File: config.mk
export PLATFORM = sky130hd
export DESIGN_NAME = rv32i_wb_top_flat
export DESIGN_NICKNAME = d
export VERILOG_FILES = /design/src/rtl/rv32i_wb_top_if.sv /design/src/rtl/rv32i_wb_top.sv /design/src/flat_wrapper.sv
export SDC_FILE = /design/constraint.sdc
export NUM_CORES = 1
export LEC_CHECK = 0
export CAP_MARGIN = 5
export CELL_PAD_IN_SITES_DETAIL_PLACEMENT = 1
export CELL_PAD_IN_SITES_GLOBAL_PLACEMENT = 2
export CORE_MARGIN = 10
export CORE_UTILIZATION = 18
export DETAILED_ROUTE_END_ITERATION = 12
export HOLD_SLACK_MARGIN = 0.03
export PLACE_DENSITY_LB_ADDON = 0.1
export SLEW_MARGIN = 20
export SYNTH_ARGS = -nofsm -noshare
export SYNTH_HDL_FRONTEND = slang
export SYNTH_SLANG_ARGS = --single-unit
File: constraint.sdc
create_clock -name clk -period 4.75 [get_ports clk]
set_input_delay 1.425 -clock clk [delete_from_list [all_inputs] [get_ports clk]]
set_output_delay 1.425 -clock clk [all_outputs]
set_load 0.02 [all_outputs]
File: src/rtl/rv32i_wb_top_if.sv
// rv32i_wb_top_if: memory-stage inputs, read data and register-file/forwarding outputs of the writeback stage.
// Rev 1.0
`default_nettype none

interface rv32i_wb_top_if;
  logic        wb_en_in;
  logic [31:0] pc_in;
  logic [31:0] iw_in;
  logic [31:0] alu_in;
  logic [4:0]  wb_reg_in;
  logic [1:0]  src_sel_in;
  logic [31:0] memif_rdata;
  logic [31:0] io_rdata;
  logic        regif_wb_enable;
  logic [4:0]  regif_wb_reg;
  logic [31:0] regif_wb_data;
  logic        df_wb_enable;
  logic [4:0]  df_wb_reg;
  logic [31:0] df_wb_data;

  modport master (
    output wb_en_in, pc_in, iw_in, alu_in, wb_reg_in, src_sel_in, memif_rdata, io_rdata,
    input  regif_wb_enable, regif_wb_reg, regif_wb_data, df_wb_enable, df_wb_reg, df_wb_data
  );

  modport slave (
    input  wb_en_in, pc_in, iw_in, alu_in, wb_reg_in, src_sel_in, memif_rdata, io_rdata,
    output regif_wb_enable, regif_wb_reg, regif_wb_data, df_wb_enable, df_wb_reg, df_wb_data
  );
endinterface

`default_nettype wire

File: src/rtl/rv32i_wb_top.sv
// rv32i_wb_top: RV32I writeback stage with load alignment; optional retired-instruction
// counter enabled by macro RV32I_WB_INSTRET_EN.  Rev 1.0
`default_nettype none

module rv32i_wb_top #(
  parameter int INSTRET_W = 64
) (
  input  logic clk,
  input  logic reset,
  rv32i_wb_top_if.slave bus
`ifdef RV32I_WB_INSTRET_EN
  ,
  output logic [INSTRET_W-1:0] instret
`endif
);

  logic        r_wb_en_q;
  logic [31:0] r_pc_q;
  logic [31:0] r_iw_q;
  logic [31:0] r_alu_q;
  logic [4:0]  r_wb_reg_q;
  logic [1:0]  r_src_sel_q;

  always_ff @(posedge clk or posedge reset) begin
    if (reset) begin
      r_wb_en_q   <= 1'b0;
      r_pc_q      <= 32'h0;
      r_iw_q      <= 32'h0;
      r_alu_q     <= 32'h0;
      r_wb_reg_q  <= 5'h0;
      r_src_sel_q <= 2'b00;
    end else begin
      r_wb_en_q   <= bus.wb_en_in;
      r_pc_q      <= bus.pc_in;
      r_iw_q      <= bus.iw_in;
      r_alu_q     <= bus.alu_in;
      r_wb_reg_q  <= bus.wb_reg_in;
      r_src_sel_q <= bus.src_sel_in;
    end
  end

  logic [2:0]  w_funct3;
  logic [31:0] w_raw;
  logic [31:0] w_shifted;
  logic [7:0]  w_byte;
  logic [15:0] w_half;
  logic [31:0] w_load;
  logic [31:0] w_wb_data;
  logic        w_wb_enable;

  assign w_funct3  = r_iw_q[14:12];
  assign w_raw     = (r_src_sel_q == 2'b10) ? bus.io_rdata : bus.memif_rdata;
  assign w_shifted = w_raw >> {r_alu_q[1:0], 3'b000};
  assign w_byte    = w_shifted[7:0];
  // Halves ignore alu_q[0]: misaligned halfword addresses round down.
  assign w_half    = r_alu_q[1] ? w_raw[31:16] : w_raw[15:0];

  always_comb begin
    w_load = w_raw;
    case (w_funct3)
      3'b000:  w_load = {{24{w_byte[7]}}, w_byte};
      3'b001:  w_load = {{16{w_half[15]}}, w_half};
      3'b100:  w_load = {24'h0, w_byte};
      3'b101:  w_load = {16'h0, w_half};
      default: w_load = w_raw;
    endcase
  end

  always_comb begin
    w_wb_data = r_alu_q;
    if (r_src_sel_q == 2'b01 || r_src_sel_q == 2'b10) begin
      w_wb_data = w_load;
    end
  end

  assign w_wb_enable = r_wb_en_q && (r_wb_reg_q != 5'd0);

  assign bus.regif_wb_enable = w_wb_enable;
  assign bus.regif_wb_reg    = r_wb_reg_q;
  assign bus.regif_wb_data   = w_wb_data;
  assign bus.df_wb_enable    = w_wb_enable;
  assign bus.df_wb_reg       = r_wb_reg_q;
  assign bus.df_wb_data      = w_wb_data;

`ifdef RV32I_WB_INSTRET_EN
  logic [INSTRET_W-1:0] r_instret;

  // An all-zero instruction word is a pipeline bubble and does not retire.
  always_ff @(posedge clk or posedge reset) begin
    if (reset) begin
      r_instret <= '0;
    end else if (r_iw_q != 32'h0) begin
      r_instret <= r_instret + {{(INSTRET_W-1){1'b0}}, 1'b1};
    end
  end

  assign instret = r_instret;
`endif

  logic w_unused;
  assign w_unused = ^{r_pc_q, r_iw_q, INSTRET_W[0]};

endmodule

`default_nettype wire
File: src/flat_wrapper.sv
// flat-port wrapper written by rule: the top's interface ports become plain ports
module rv32i_wb_top_flat 
#(
  parameter int INSTRET_W = 64
)
  (clk, reset, bus_wb_en_in, bus_pc_in, bus_iw_in, bus_alu_in, bus_wb_reg_in, bus_src_sel_in, bus_memif_rdata, bus_io_rdata, bus_regif_wb_enable, bus_regif_wb_reg, bus_regif_wb_data, bus_df_wb_enable, bus_df_wb_reg, bus_df_wb_data);
  rv32i_wb_top_if bus_i ();
  input  logic clk;
  input  logic reset;
  input wire logic [$bits(bus_i.wb_en_in)-1:0] bus_wb_en_in;
  input wire logic [$bits(bus_i.pc_in)-1:0] bus_pc_in;
  input wire logic [$bits(bus_i.iw_in)-1:0] bus_iw_in;
  input wire logic [$bits(bus_i.alu_in)-1:0] bus_alu_in;
  input wire logic [$bits(bus_i.wb_reg_in)-1:0] bus_wb_reg_in;
  input wire logic [$bits(bus_i.src_sel_in)-1:0] bus_src_sel_in;
  input wire logic [$bits(bus_i.memif_rdata)-1:0] bus_memif_rdata;
  input wire logic [$bits(bus_i.io_rdata)-1:0] bus_io_rdata;
  output wire logic [$bits(bus_i.regif_wb_enable)-1:0] bus_regif_wb_enable;
  output wire logic [$bits(bus_i.regif_wb_reg)-1:0] bus_regif_wb_reg;
  output wire logic [$bits(bus_i.regif_wb_data)-1:0] bus_regif_wb_data;
  output wire logic [$bits(bus_i.df_wb_enable)-1:0] bus_df_wb_enable;
  output wire logic [$bits(bus_i.df_wb_reg)-1:0] bus_df_wb_reg;
  output wire logic [$bits(bus_i.df_wb_data)-1:0] bus_df_wb_data;
  assign bus_i.wb_en_in = bus_wb_en_in;
  assign bus_i.pc_in = bus_pc_in;
  assign bus_i.iw_in = bus_iw_in;
  assign bus_i.alu_in = bus_alu_in;
  assign bus_i.wb_reg_in = bus_wb_reg_in;
  assign bus_i.src_sel_in = bus_src_sel_in;
  assign bus_i.memif_rdata = bus_memif_rdata;
  assign bus_i.io_rdata = bus_io_rdata;
  assign bus_regif_wb_enable = bus_i.regif_wb_enable;
  assign bus_regif_wb_reg = bus_i.regif_wb_reg;
  assign bus_regif_wb_data = bus_i.regif_wb_data;
  assign bus_df_wb_enable = bus_i.df_wb_enable;
  assign bus_df_wb_reg = bus_i.df_wb_reg;
  assign bus_df_wb_data = bus_i.df_wb_data;
  rv32i_wb_top #(.INSTRET_W(INSTRET_W)) u_core (.clk(clk), .reset(reset), .bus(bus_i));
endmodule
==> results by group <==
GRT
  – First-pass GRT wire length: 21320 um
  – Vias in the first global route: 3503
  – Pin count of the biggest net entering global routing: 54
  – GRT Total Usage: 12.58%
  – Overflow after GRT: 0
  – Initial antenna violation count: 0

Drt
  – DRT Pass-1 Iters: 4
  – Routed WL per cell: 20.96 um
  – WL final: 14360 um
  – Initial DRC count: 96
  – Via count: 2996
  – Remaining antenna violation count: 0
  – Drc violations: 0
  – Vias/cell: 4.374

Die
  – FP Rows: 47
  – Die ar.: 22140 um^2
  – IO Count: 246
  – Starting Density: 18.20%
  – Die width: 148.8 um
  – Die Ht: 148.8 um
  – Core footprint: 16410 um^2

Timing
  – Final hold violation count: 0
  – Slew at the pin closest to its max-slew limit: 0.8033 ns
  – Relative slew margins: 46.45%
  – Final setup margin: 0.03330 ns
  – Endpoints failing setup: 0
  – Clock period minus worst slack: 4.717 ns
  – Final Cycle Share: 99.30%
  – RSZ-0062 raised after global routing: true
  – Fmax: 0.2120 GHz
  – Pins over their slew limit: 0

Yosys
  – Asr flop ratio synth: 100.0%
  – Top-area cell type share of the netlist area: 36.04%
  – Flops & latches, synth: 43
  – Ys Warns: 0
  – Syn Std Cell Area: 2985 um^2
  – Post-Syn Instances: 297
  – Largest area contributor in the netlist: dfrtp_1
  – Synth Net Count: 468
  – Largest cells by area after synthesis: dfrtp_1, buf_4, mux2i_1
  – Post-synth EDFFs: 0
  – Post-synth top cells: dfrtp_1, buf_4, mux2i_1
  – Yosys cell types: 41
  – Primary FF master, synth: dfrtp_1
  – Sequential area share after synthesis: 36.04%
  – Avg Synthesized Cell Area: 10.05 um^2
  – Most common cell in the netlist: dfrtp_1

Finish
  – Post-route cell area: 5099 um^2
  – Layout Nets: 634
  – Area grow syn2layout: 70.79%
  – Layout cells sized above 1: 23.28%
  – Max reg flops: 32

Placement
  – Dpl ws: -0.6937 ns
  – Port Buffers: 184
  – DP Wirelength: 11480 um
  – Routability-driven placement congestion ratio: 0.7799
  – Post-DP Area: 4981 um^2

Power
  – Lkg Pwr: 2.145 nW
  – P per Cell Area: 267.1 nW/um^2
  – VDD IR-drop max: 120.7 uV

Worst setup path
  – Setup crit end kind: output pin
  – Critical Path RT: 3.32 ns
  – Critical path type: primary input to output pin
  – Worst setup SP type: primary input
  – Worst EP arrival: 3.29 ns
  – CP Max Fanout: 4

Run status
  – Run status: finished, final reports clean

Clocking
  – Clock sink count: 43
  – Max clock buf depth: 2
  – Clock root buffer: clkbuf_16
  – CTS buffer count: 5
  – Clock-pin slew on the worst setup and hold paths: 0.07 ns
  – CTS H-tree depth: 2
  – CTS tree: built

Worst hold path
  – Hold Path Class: primary input to flop
  – Hold path depth: 1

Job
  – Max cap viols: 0
-- placed cells by master, fill, tap and decap left out, drive strengths merged, types with 13 or more instances in the layout --
cell and n:
clkdlybuf4s50 115, buf 49, dfrtp 43, dlygate4sd2 29
mux2i 25, clkbuf 23, mux2 17, a221o 16
nand2 13, nor2b 13, o21ai 13
-- metal layers --
| layer | up-vias | global-route usage [%] | part of all wire, % |
|---|---|---|---|
| met5 | - | 0 | 0 |
| met4 | 0 | 1.766 | 0.56 |
| met3 | 5 | 5.522 | 11 |
| met2 | 131 | 20.55 | 46 |
| met1 | 1458 | 15.34 | 43 |
| li1 | 1402 | - | - |
-- power breakdown --
| part | internal, W | switching [W] | total, W |
|---|---|---|---|
| registers | 0.000385 | 0.0000130 | 0.000397 |
| clock network | 0.000262 | 0.000149 | 0.000411 |
| logic | 0.000264 | 0.000289 | 0.000553 |
| total | 0.000910 | 0.000452 | 0.00136 |
-- logic make-up (layout without fill, tap and decap cells) --
kind of cell             count (synthesis)  count (layout)  synth area share [%]
AND/OR/NAND/NOR                         57              57                 10.44
flip-flops                              43              43                 36.04
buffers and inverters                   70             237                 14.38
AO/OA/AOI/OAI                           80              80                 20.49
multiplexers                            46              46                 18.23
adder cells (fa/ha/maj)                  1               1                0.4190
other                                    0               1                     0
-- repair_timing --
action | CTS | global route
gates resized for setup | 109 | 42
pin swaps | 1 | 1
buffers inserted | 3 | 0
gates cloned | 1 | 0
setup endpoints to repair | 62 | 33
hold buffers | 0 | 0
-- per-stage QoR --
| stage | TNS, ns | instances | utilization, % | hold slack, ns | total power (W) |
|---|---|---|---|---|---|
| after detailed placement | -24.53 | 672 | 30.36 | 1.874 | 0.001014 |
| after global placement | -23.57 | 672 | 30.36 | 1.870 | 0.001011 |
| final | 0 | 685 | 31.08 | 1.562 | 0.001362 |
| after global routing | -0.07433 | 684 | 31.06 | 1.556 | 0.001441 |
| after floorplan | 0 | 297 | - | 1.456 | 0.0007216 |
| after CTS | -0.003558 | 684 | 31.22 | 1.557 | 0.001397 |
-- worst paths after layout --
path	slack [ns]	endpoint	start
setup / recovery	0.03	bus_regif_wb_data[18]	bus_io_rdata[31]
hold / removal	1.56	u_core.bus.df_wb_reg[0]$_DFF_PP0_	bus_wb_reg_in[0]
max in group asynchronous	2.68	u_core.r_alu_q[5]$_DFF_PP0_	reset
min in group asynchronous	1.58	u_core.r_alu_q[31]$_DFF_PP0_	reset
-- cell type report --
type	count	area [um^2]
antenna	1	2.502
clock buffer	6	138.9
clock inverter	2	35.03
fill	1842	11310
inverter	8	31.28
multi-input combinational	184	1521
sequential	43	1076
tap	220	275.3
timing repair buffer	221	2018
-- worst max-delay path: stages --
cell and delay [ns]:
dlygate4sd2_1 0.25, mux4_2 0.53, mux2i_4 0.19, nor4_4 0.08
buf_4 0.21, a221o_1 0.28, dlygate4sd2_1 0.33
Power figures use the tool's default switching activity.
